==> config.mk <==
export PLATFORM = sky130hd
export DESIGN_NAME = uart_imem_loader
export DESIGN_NICKNAME = d
export VERILOG_FILES = /design/src/rtl/uart_imem_loader.sv
export SDC_FILE = /design/constraint.sdc
export NUM_CORES = 1
export LEC_CHECK = 0
export ABC_CLOCK_PERIOD_IN_PS = 2250
export CORE_AREA = 2 2 142 144
export DETAILED_ROUTE_END_ITERATION = 8
export DIE_AREA = 0 0 144 146
export PLACE_DENSITY = 0.59
export SYNTH_ARGS = -nofsm -noshare
export SYNTH_HDL_FRONTEND = slang
export SYNTH_SLANG_ARGS = --single-unit
==> constraint.sdc <==
create_clock -name clk -period 2.25 [get_ports clk]
set_input_delay 0.675 -clock clk [delete_from_list [all_inputs] [get_ports clk]]
set_output_delay 0.675 -clock clk [all_outputs]
set_load 0.02 [all_outputs]
==> src/rtl/uart_imem_loader.sv <==
// uart_imem_loader: receives 8N1 UART load frames and writes 32-bit words into instruction memory
module uart_imem_loader #(
   parameter int CLKS_PER_BIT = 434,
   parameter int ADRS_W       = 8
) (
   input  logic              clk,
   input  logic              reset,
   input  logic              rxd,
   output logic              imem_we,
   output logic [ADRS_W-1:0] imem_adrs,
   output logic [31:0]       imem_wdata,
   output logic              cpu_hold,
   output logic              load_done,
   output logic              frame_err
);
   localparam logic [15:0] FULL = 16'(CLKS_PER_BIT - 1);
   localparam logic [15:0] HALF = 16'(CLKS_PER_BIT / 2 - 1);
   typedef enum logic [1:0] {RX_IDLE, RX_START, RX_BITS, RX_STOP} rx_state_t;
   typedef enum logic [2:0] {LD_SYNC, LD_CNT_HI, LD_CNT_LO, LD_DATA, LD_DONE} ld_state_t;
   logic              sync1_q, sync2_q;
   rx_state_t         rx_q, rx_d;
   logic [15:0]       tick_q, tick_d;
   logic [2:0]        bit_q, bit_d;
   logic [7:0]        rsh_q, rsh_d;
   logic              bv_q, bv_d, be_q, be_d;
   ld_state_t         ld_q, ld_d;
   logic [15:0]       cnt_q, cnt_d;
   logic [ADRS_W-1:0] ptr_q, ptr_d, wadrs_q, wadrs_d;
   logic [23:0]       wsh_q, wsh_d;
   logic [1:0]        bi_q, bi_d;
   logic              we_q, we_d, err_q, err_d;
   logic [31:0]       wdata_q, wdata_d;
   logic              in_load;
   // Receiver state and the two-flop rxd synchronizer
   always_ff @(posedge clk) begin
      if (reset) begin
         sync1_q <= 1'b1;
         sync2_q <= 1'b1;
         rx_q    <= RX_IDLE;
         tick_q  <= '0;
         bit_q   <= '0;
         rsh_q   <= '0;
         bv_q    <= 1'b0;
         be_q    <= 1'b0;
      end else begin
         sync1_q <= rxd;
         sync2_q <= sync1_q;
         rx_q    <= rx_d;
         tick_q  <= tick_d;
         bit_q   <= bit_d;
         rsh_q   <= rsh_d;
         bv_q    <= bv_d;
         be_q    <= be_d;
      end
   end
   // Receiver next state: start-bit qualification at half bit, then one sample per bit period
   always_comb begin
      rx_d   = rx_q;
      tick_d = tick_q + 16'd1;
      bit_d  = bit_q;
      rsh_d  = rsh_q;
      bv_d   = 1'b0;
      be_d   = 1'b0;
      case (rx_q)
         RX_IDLE: begin
            tick_d = '0;
            if (!sync2_q) begin
               rx_d  = RX_START;
               bit_d = '0;
            end
         end
         RX_START: if (tick_q == HALF) begin
            tick_d = '0;
            if (sync2_q) rx_d = RX_IDLE;
            else rx_d = RX_BITS;
         end
         RX_BITS: if (tick_q == FULL) begin
            tick_d = '0;
            rsh_d  = {sync2_q, rsh_q[7:1]};
            bit_d  = bit_q + 3'd1;
            if (bit_q == 3'd7) rx_d = RX_STOP;
         end
         RX_STOP: if (tick_q == FULL) begin
            tick_d = '0;
            rx_d   = RX_IDLE;
            bv_d   = sync2_q;
            be_d   = !sync2_q;
         end
         default: rx_d = RX_IDLE;
      endcase
   end
   // Loader state, write port registers and sticky error
   always_ff @(posedge clk) begin
      if (reset) begin
         ld_q    <= LD_SYNC;
         cnt_q   <= '0;
         ptr_q   <= '0;
         wsh_q   <= '0;
         bi_q    <= '0;
         we_q    <= 1'b0;
         wadrs_q <= '0;
         wdata_q <= '0;
         err_q   <= 1'b0;
      end else begin
         ld_q    <= ld_d;
         cnt_q   <= cnt_d;
         ptr_q   <= ptr_d;
         wsh_q   <= wsh_d;
         bi_q    <= bi_d;
         we_q    <= we_d;
         wadrs_q <= wadrs_d;
         wdata_q <= wdata_d;
         err_q   <= err_d;
      end
   end
   // Loader next state; DATA lingers one cycle with a zero count so hold drops after the last strobe
   always_comb begin
      ld_d      = ld_q;
      cnt_d     = cnt_q;
      ptr_d     = ptr_q;
      wsh_d     = wsh_q;
      bi_d      = bi_q;
      we_d      = 1'b0;
      wadrs_d   = wadrs_q;
      wdata_d   = wdata_q;
      err_d     = err_q;
      in_load   = ld_q inside {LD_CNT_HI, LD_CNT_LO, LD_DATA};
      cpu_hold  = in_load;
      load_done = ld_q == LD_DONE;
      if (in_load && be_q) begin
         ld_d  = LD_SYNC;
         err_d = 1'b1;
      end else begin
         case (ld_q)
            LD_SYNC, LD_DONE: if (bv_q && rsh_q == 8'h55) begin
               ld_d  = LD_CNT_HI;
               err_d = 1'b0;
               ptr_d = '0;
            end
            LD_CNT_HI: if (bv_q) begin
               cnt_d = {rsh_q, 8'h00};
               ld_d  = LD_CNT_LO;
            end
            LD_CNT_LO: if (bv_q) begin
               cnt_d = {cnt_q[15:8], rsh_q};
               bi_d  = '0;
               if (cnt_q[15:8] == 8'h00 && rsh_q == 8'h00) ld_d = LD_DONE;
               else ld_d = LD_DATA;
            end
            LD_DATA: if (cnt_q == 16'd0) ld_d = LD_DONE;
            else if (bv_q) begin
               wsh_d = {wsh_q[15:0], rsh_q};
               bi_d  = bi_q + 2'd1;
               if (bi_q == 2'd3) begin
                  we_d    = 1'b1;
                  wadrs_d = ptr_q;
                  wdata_d = {wsh_q, rsh_q};
                  ptr_d   = ptr_q + ADRS_W'(1);
                  cnt_d   = cnt_q - 16'd1;
               end
            end
            default: ld_d = LD_SYNC;
         endcase
      end
   end
   assign imem_we    = we_q;
   assign imem_adrs  = wadrs_q;
   assign imem_wdata = wdata_q;
   assign frame_err  = err_q;
endmodule

# Word-level counts from Yosys, hierarchy flattened

Index checks and enable logic that the tools add are counted.

Flip-flop bits (word level): 128
Input port bits: 3
Output and inout bits: 44
Logic and storage cells: 124

Add/sub/neg operators: 5
Equality and inequality tests: 24
Multiplexer cells: 38
Bitwise logic cells: 7
Reduce and logical (&&, ||, !) cells: 32

Operators by type and width:

| kind                    | count |
|---|---|
| $mux W16                | 6 |
| $pmux W16 S3            | 2 |
| $mux W8                 | 5 |
| $mux W3                 | 7 |
| $ne A2 B2 Y1 const B    | 10 |
| $mux W2                 | 9 |
| $add A16 B1 Y16 const B | 1 |
| $eq A16 B8 Y1 const B   | 1 |
| $eq A16 B9 Y1 const B   | 1 |
| $logic_not A16 Y1       | 1 |
| $logic_not A8 Y1        | 2 |
| $pmux W8 S2             | 1 |
| $sub A16 B1 Y16 const B | 1 |
| $reduce_and A5 Y1       | 3 |
| $reduce_and A7 Y1       | 2 |
| $pmux W3 S4             | 1 |
| $reduce_bool A2 Y1      | 6 |
| $add A8 B1 Y8 const B   | 1 |
| $eq A8 B7 Y1 const B    | 1 |
| $pmux W2 S4             | 1 |
| $reduce_and A4 Y1       | 2 |
| $not A1 Y1              | 7 |
| $eq A2 B2 Y1 const B    | 3 |
| $eq A3 B2 Y1 const B    | 2 |
| 20 further kinds        | 30 |

# Depth between registers and ports, before layout

Gate-level depths: netlist of run 1.

Depth in word-level cells: 5
Gate-level depth with buffers: 10

# Worst setup path before layout of run 1

Ideal clock, no wire load.

Path type: reg-to-reg
Start: register tick_q[12]
End: register rsh_q[1]
Arrival: 2.057 ns
Data required time: 2.122 ns
Slack: 0.066 ns
Cell stages (with the launch flop): 7
Buffers on the path: 1
Path through: dfxtp_1 or4_4 or4_4 nor3b_4 buf_6 mux2i_1 nor2_1

Longest elaborated chain between the ends: 2

Ends and longest elaborated chain:

| what                        | RTL line | RTL |
|---|---|---|
| from (decl)                 | 22       | `logic [15:0] tick_q, tick_d;` |
| from (signal assigned)      | 49       | `tick_q <= tick_d;` |
| $eq A16 B9 Y1               | 77       | `RX_BITS: if (tick_q == FULL) begin` |
| $reduce_and A2 Y1 (no line) | n/a      |  |
| to (signal assigned)        | 51       | `rsh_q <= rsh_d;` |
| to (decl)                   | 24       | `logic [7:0] rsh_q, rsh_d;` |

No other way between the ends.
A chain may end at the register's enable or synchronous reset.

# Worst setup path in the final report of run 1

Start: register tick_q[1]
End: register rsh_q[2]

The elaborated chain is that of the path after synthesis.

==> results of run 1 <==
-- metrics by stage --
step	cell area (sq um)	setup TNS (ps)	total power [uW]	setup WS [ps]	hold slack (ps)
after floorplan	5730	0	2370	65.5	389
after global placement	6820	0	2390	36.1	392
after detailed placement	6820	-0.937	2390	-0.937	397
after CTS	7420	0	5170	2.20	410
after global routing	7640	-2010	5290	-118	454
final	7640	-152	5140	-32.6	408
-- final cells by class --
type	count	area (sq um)
clock inverter	15	173
clock buffer	17	425
timing repair buffer	117	1170
fill	1942	11700
tap	265	332
multi-input combinational	498	2940
sequential	128	2570
inverter	9	33.8
-- timing repair --
action                                  in CTS  in global routing
gates resized for setup                      3                 21
endpoints found under the setup margin       6                 46
gates cloned                                 0                  4
setup buffers                                1                  5
pin swaps                                    1                 48
-- logic make-up (layout without fill, tap and decap cells) --
kind of cell | Yosys count | in the layout | synth area share [%]
xor+xnor | 21 | 21 | 3.21
compound gates | 188 | 188 | 19.0
flops | 128 | 128 | 44.7
simple gates | 267 | 267 | 23.7
fa+ha+maj | 8 | 8 | 1.75
buf+inv | 65 | 158 | 5.22
mux | 14 | 14 | 2.47
-- state kept, by name, summed over array words and instances, names as in the netlist, 2 cells and up, named ones only --
name / cells
imem_wdata: 32
wsh_q: 24
cnt_q: 16
tick_q: 16
imem_adrs: 8
ptr_q: 8
rsh_q: 8
bit_q: 3
ld_q: 3
bi_q: 2
-- power groups by stage --
stage | clock, uW | sequential, uW | combinational, uW
final | 2800 | 2270 | 69.0
after global routing | 2940 | 2270 | 75.2
after CTS | 2830 | 2270 | 68.0
after detailed placement | 0 | 2320 | 67.9
after global placement | 0 | 2320 | 68.0
after floorplan | 0 | 2320 | 44.2
-- per-layer routing --
metal	part of all wire [%]	GRT usage (%)
met2	46	23.0
met5	0	0
met4	1.2	3.77
met1	47	19.5
met3	5.3	4.48
-- cell usage in the layout (no fill, tap or decap), types with 9 or more instances in the layout --
cell type	synthesis	layout
a21oi_1	95	92
mux2i_1	13	13
nor4_1	15	14
o21ai_1	26	20
buf_4	2	57
or3_1	10	10
nor3_1	9	9
o21ai_0	21	21
xnor2_1	10	10
xor2_1	11	11
clkdlybuf4s50_1	0	43
clkbuf_16	0	21
nand2_1	74	74
nand3_1	52	52
a211oi_1	9	9
dfxtp_1	128	125
nor2_1	57	57
-- how the worst min path moves through the flow --
stage	to	slack, ps
floorplan	sync2_q	390
global placement	sync2_q	390
detailed placement	sync2_q	400
CTS	sync2_q	410
global route	sync2_q	450
finish	sync2_q	410
-- worst max-delay path, delay by kind of cell (launching register included) --
kind,cells,cell delay (ps)
AND/OR/NAND/NOR,4,1320
adder cells (fa/ha/maj),1,120
flip-flops,1,320
multiplexers,1,180
buffers and inverters,2,220
==> flow_summary.ini, run 1 <==
[power_and_ir_drop]
internal-power_uw = 3950
combPwrFrac_pct = 1.3
power_switching_share_pct = 23.1
max-vdd-ir-drop_mv = 0.511
power_frac_clock_pct = 54.4
leakage_uw = 0.00265
power_density_nw_per_um2 = 673
seq_power_share_pct = 44.2
p_sw_uw = 1190

[synth]
synthFlopType = dfxtp_1
ys_async_sr_fraction_pct = 0
synth_most_common_cell = dfxtp_1
netlist_area_sq_um = 5730
ys_seq_area_share_pct = 44.7
synth.top_cells.by_area = dfxtp_1 45%, a21oi_1 8.3%, nand2_1 4.8%, nand3_1 4.5%, nor2_1 3.7%
yosysUniqueCellTypes = 57
yosys_register_bits = 128
synth_edf_count = 0
synth_warnings = 0
mappedNetlistNets = 702
synth_top_area_cell = dfxtp_1
yosysTopAreaCellShare_pct = 44.7
syn_inst = 691
synth_commonest_cells = 128 x dfxtp_1, 95 x a21oi_1, 74 x nand2_1
syn_avg_cell_area_sq_um = 8.29

[floorplan]
die_h_um = 146
die_area_sq_um = 21000
die_w_um = 144
ios = 47
core-area_sq_um = 19300
rows = 51
initial_utilization_pct = 29.6

[grt]
grt_pass1_wl_mm = 24.9
grt_max_degree = 66
grtUsageTotal_pct = 14.6
grt_pass1_vias = 4886
antenna_found_initial = 0
globalRoute.totalOverflow = 0

[detailed_routing]
wl_per_cell_um = 14.8
first_iter_violations = 313
vias = 5313
drt.antenna.violating_nets = 0
drc = 0
first_pass_iters = 5
via_per_inst = 5.06
finalWirelength_mm = 15.6

[cells_and_area]
final_core_util_pct = 39.5
nets = 782
antenna_cells = 0
drive_above_1_share_pct = 17.7
syn_to_final_growth_pct = 33.3
final_cells = 1049

[clock_tree]
cts_tree = done
cts_buffers = 17
cts.htree.levels = 4
clk_pin_slew_ps = 60
clock_sinks = 128
cts_buffer_depth = 2
clk_latency_ps = 420
root_buffer = clkbuf_16
postCtsHoldBufs = 0

[worst_setup_path]
crit_chain = inv_2 -> ha_1 -> or3b_4 -> or4_4 -> nor3b_4 -> buf_12 -> mux2i_1 -> nor2_1
cpPeakStageDelay_ps = 580
cp_slowest_cell = or4_4
crit_type = reg2reg
worstReg2RegEnd = rsh_q[2]
r2r_start = tick_q[1]
rrSetupSlack_ps = -30
cp-startpoint = tick_q[1]
crit_path_end_kind = register
startpoint_type = register
critPathCapture = rsh_q[2]
arrival_ps = 2580
r2r_cells = 8
cp.required_ps = 2550
critPathMaxFanout = 8

[place]
placed_cells = 1007
gp_congestion = 0.863
dpl.hpwl_mm = 9.94
port_buffers = 46

[sta]
max_slew_margin_pct = 56.6
finalCriticalPeriod_ps = 2280
skew_ps = 9.84
slew_violations = 0
rsz0062_at_grt = true
tightest_slew_ps = 649
setup_viol = 9
post-route-period-util_pct = 101
fmax_mhz = 438
postLayoutSetupSlackWorst_ps = -32.6
hold_violations = 0

[flow_run]
maxCapViolations = 0

[status]
failed_checks = negative setup slack
status = complete, but fails checks

[min_path]
worst_hold_path_type = reg2reg
whs_path_depth = 1
hp-start = sync1_q
No activity file was read; power rests on OpenSTA's default activity.
==> run 2, diff against run 1 <==
--- a/config.mk
+++ b/config.mk
@@ -10,6 +10,7 @@
 export DETAILED_ROUTE_END_ITERATION = 8
 export DIE_AREA = 0 0 144 146
 export PLACE_DENSITY = 0.59
+export SLEW_MARGIN = 40
 export SYNTH_ARGS = -nofsm -noshare
 export SYNTH_HDL_FRONTEND = slang
 export SYNTH_SLANG_ARGS = --single-unit
==> results of run 2 <==
The final DEF is identical to that of run 1; final timing and power are the same.
==> run 3, diff against run 2 <==
==> config.mk (replaced) <==
export PLATFORM = sky130hd
export DESIGN_NAME = uart_imem_loader
export DESIGN_NICKNAME = d
export VERILOG_FILES = /design/src/rtl/uart_imem_loader.sv
export SDC_FILE = /design/constraint.sdc
export NUM_CORES = 1
export LEC_CHECK = 0
export ABC_CLOCK_PERIOD_IN_PS = 2560
export CORE_AREA = 2 2 116 175
export DETAILED_ROUTE_END_ITERATION = 8
export DIE_AREA = 0 0 118 177
export PLACE_DENSITY = 0.57
export SLEW_MARGIN = 40
export SYNTH_ARGS = -nofsm -noshare
export SYNTH_HDL_FRONTEND = slang
export SYNTH_SLANG_ARGS = --single-unit
==> constraint.sdc (replaced) <==
create_clock -name clk -period 2.56 [get_ports clk]
set_input_delay 0.768 -clock clk [delete_from_list [all_inputs] [get_ports clk]]
set_output_delay 0.768 -clock clk [all_outputs]
set_load 0.02 [all_outputs]
==> run 3 against run 2 <==
The flow now finishes without violations. Power down 14%. Global-route usage increased by 0.13 points. Count of clock-buffer cells in the layout did not move. Sequential power down 12%. Non-clock buffer count down 28. Worst hold slack better by 0.81 ps. Register-to-register slack better by 220 ps. Combinational power fell by 23%. Largest cell class unchanged.
==> flow_summary.ini, run 3 (same netlist as run 1, synthesis figures left out) <==
[power_and_ir_drop]
power_density_nw_per_um2 = 612
max-vdd-ir-drop_mv = 0.420
leakage_uw = 0.00246

[place]
port_buffers = 46
dpl.hpwl_mm = 10.5
placed_cells = 984
placed_area_sq_um = 6650
gp_congestion = 0.858

[status]
status = finished clean

[grt]
grt_pass1_wl_mm = 24.8
globalRoute.totalOverflow = 0
grtUsageTotal_pct = 14.8
grt_pass1_vias = 4971
grt_max_degree = 43
antenna_found_initial = 0

[clock_tree]
root_buffer = clkbuf_16
cts_buffer_depth = 2
postCtsHoldBufs = 0
clk_pin_slew_ps = 60
cts_tree = done
clk_latency_ps = 420
cts_buffers = 17
clock_sinks = 128
cts.htree.levels = 4

[min_path]
whs_path_depth = 1
hp-start = sync1_q
worst_hold_path_type = reg2reg
holdPathEnd = sync2_q

[floorplan]
ios = 47
rows = 63
die_area_sq_um = 20900
die_h_um = 177
core-area_sq_um = 19500
initial_utilization_pct = 29.4
die_w_um = 118

[cells_and_area]
layout_commonest_cell = dfxtp_1
nets = 754
antenna_cells = 0
drive_above_1_share_pct = 12.8
largest_reg_flops = 32
syn_to_final_growth_pct = 26.3
final_cell_mix = 127 x dfxtp_1, 94 x a21oi_1, 74 x nand2_1, 56 x nor2_1, 52 x nand3_1
final_cells = 1016
stdcell_area_sq_um = 7240

[detailed_routing]
vias = 5098
first_pass_iters = 4
wl_per_cell_um = 14.8
first_iter_violations = 258
drt.antenna.violating_nets = 0
finalWirelength_mm = 15.1
drc = 0
via_per_inst = 5.02

[worst_setup_path]
cp-startpoint = cnt_q[12]
crit_type = reg2reg
rrSetupSlack_ps = 190
r2r_cells = 5
cp.required_ps = 2910
r2r_start = cnt_q[12]
critPathMaxFanout = 6
arrival_ps = 2730
crit_path_end_kind = register
worstReg2RegEnd = ld_q[2]
startpoint_type = register

[sta]
max_slew_margin_pct = 59.4
fmax_mhz = 421
skew_ps = 9.87
setup_viol = 0
rsz0062_at_grt = false
tightest_slew_ps = 609
post-route-period-util_pct = 92.7
tns_ps = 0
hold_violations = 0
slew_violations = 0
finalCriticalPeriod_ps = 2370

[flow_run]
maxCapViolations = 0
[run 3: cell types whose count changed in the layout (fill, tap and decap cells not counted), sizes merged, moves of 2 or more]
cell    previous run  this run
buf               68        44
bufinv             2         0
clkbuf            21        17
inv               16        18
[run 3: metal layers]
layer  global-route usage, %  up-vias  wire length (um)
li1                        -     2581                 -
met1                    16.0     2389              6130
met2                    26.8       91              7840
met3                    2.96       37               534
met4                    8.08        0               587
met5                       0        -                 0
[run 3: critical path: stages (launching register included)]
cell and delay (ps):
dfxtp_1 360, or4_4 550, nor4_2 470, a21oi_1 230, or4_1 550, a21oi_1 140
[run 3: report_power, final]
part           total [uW]  internal (uW)  switching [uW]
sequential           2000           1990            3.53
combinational        53.1           13.9            39.2
clock                2380           1310            1070
total                4430           3320            1110
[run 3: cell type report]
class / instances / area [sq um]
Fill cell: 2050 / 12200
Multi-Input combinational cell: 498 / 2900
Sequential cell: 128 / 2560
Timing Repair Buffer: 89 / 832
Clock buffer: 17 / 425
Tap cell: 260 / 325
Clock inverter: 15 / 165
Inverter: 9 / 33.8
[run 3: timing repair]
item | 4_1_cts | 5_1_grt
pin swaps | 0 | 0
endpoints found under the setup margin | 2 | 1
setup buffers | 0 | 0
gates resized for setup | 3 | 1
[run 3: how the worst max path moves through the flow]
stage | endpoint | slack (ps) | cells past startpoint
finish | ld_q[2] | 190 | 5
detailed placement | rsh_q[1] | 180 | 7
floorplan | rsh_q[1] | 380 | 6
CTS | load_done | 10 | 3
global route | rsh_q[6] | 40 | 7
global placement | cnt_q[2] | 180 | 5
[run 3: metrics by stage]
stage | util (%) | power, uW | setup WS, ps | hold WS (ps)
2_1_floorplan | - | 2080 | 376 | 389
3_3_place_gp | 34.1 | 2100 | 179 | 391
3_5_place_dp | 34.1 | 2100 | 180 | 393
4_1_cts | 37.2 | 4490 | 10.8 | 409
5_1_grt | 37.2 | 4580 | 36.8 | 429
6_report | 37.2 | 4430 | 186 | 409
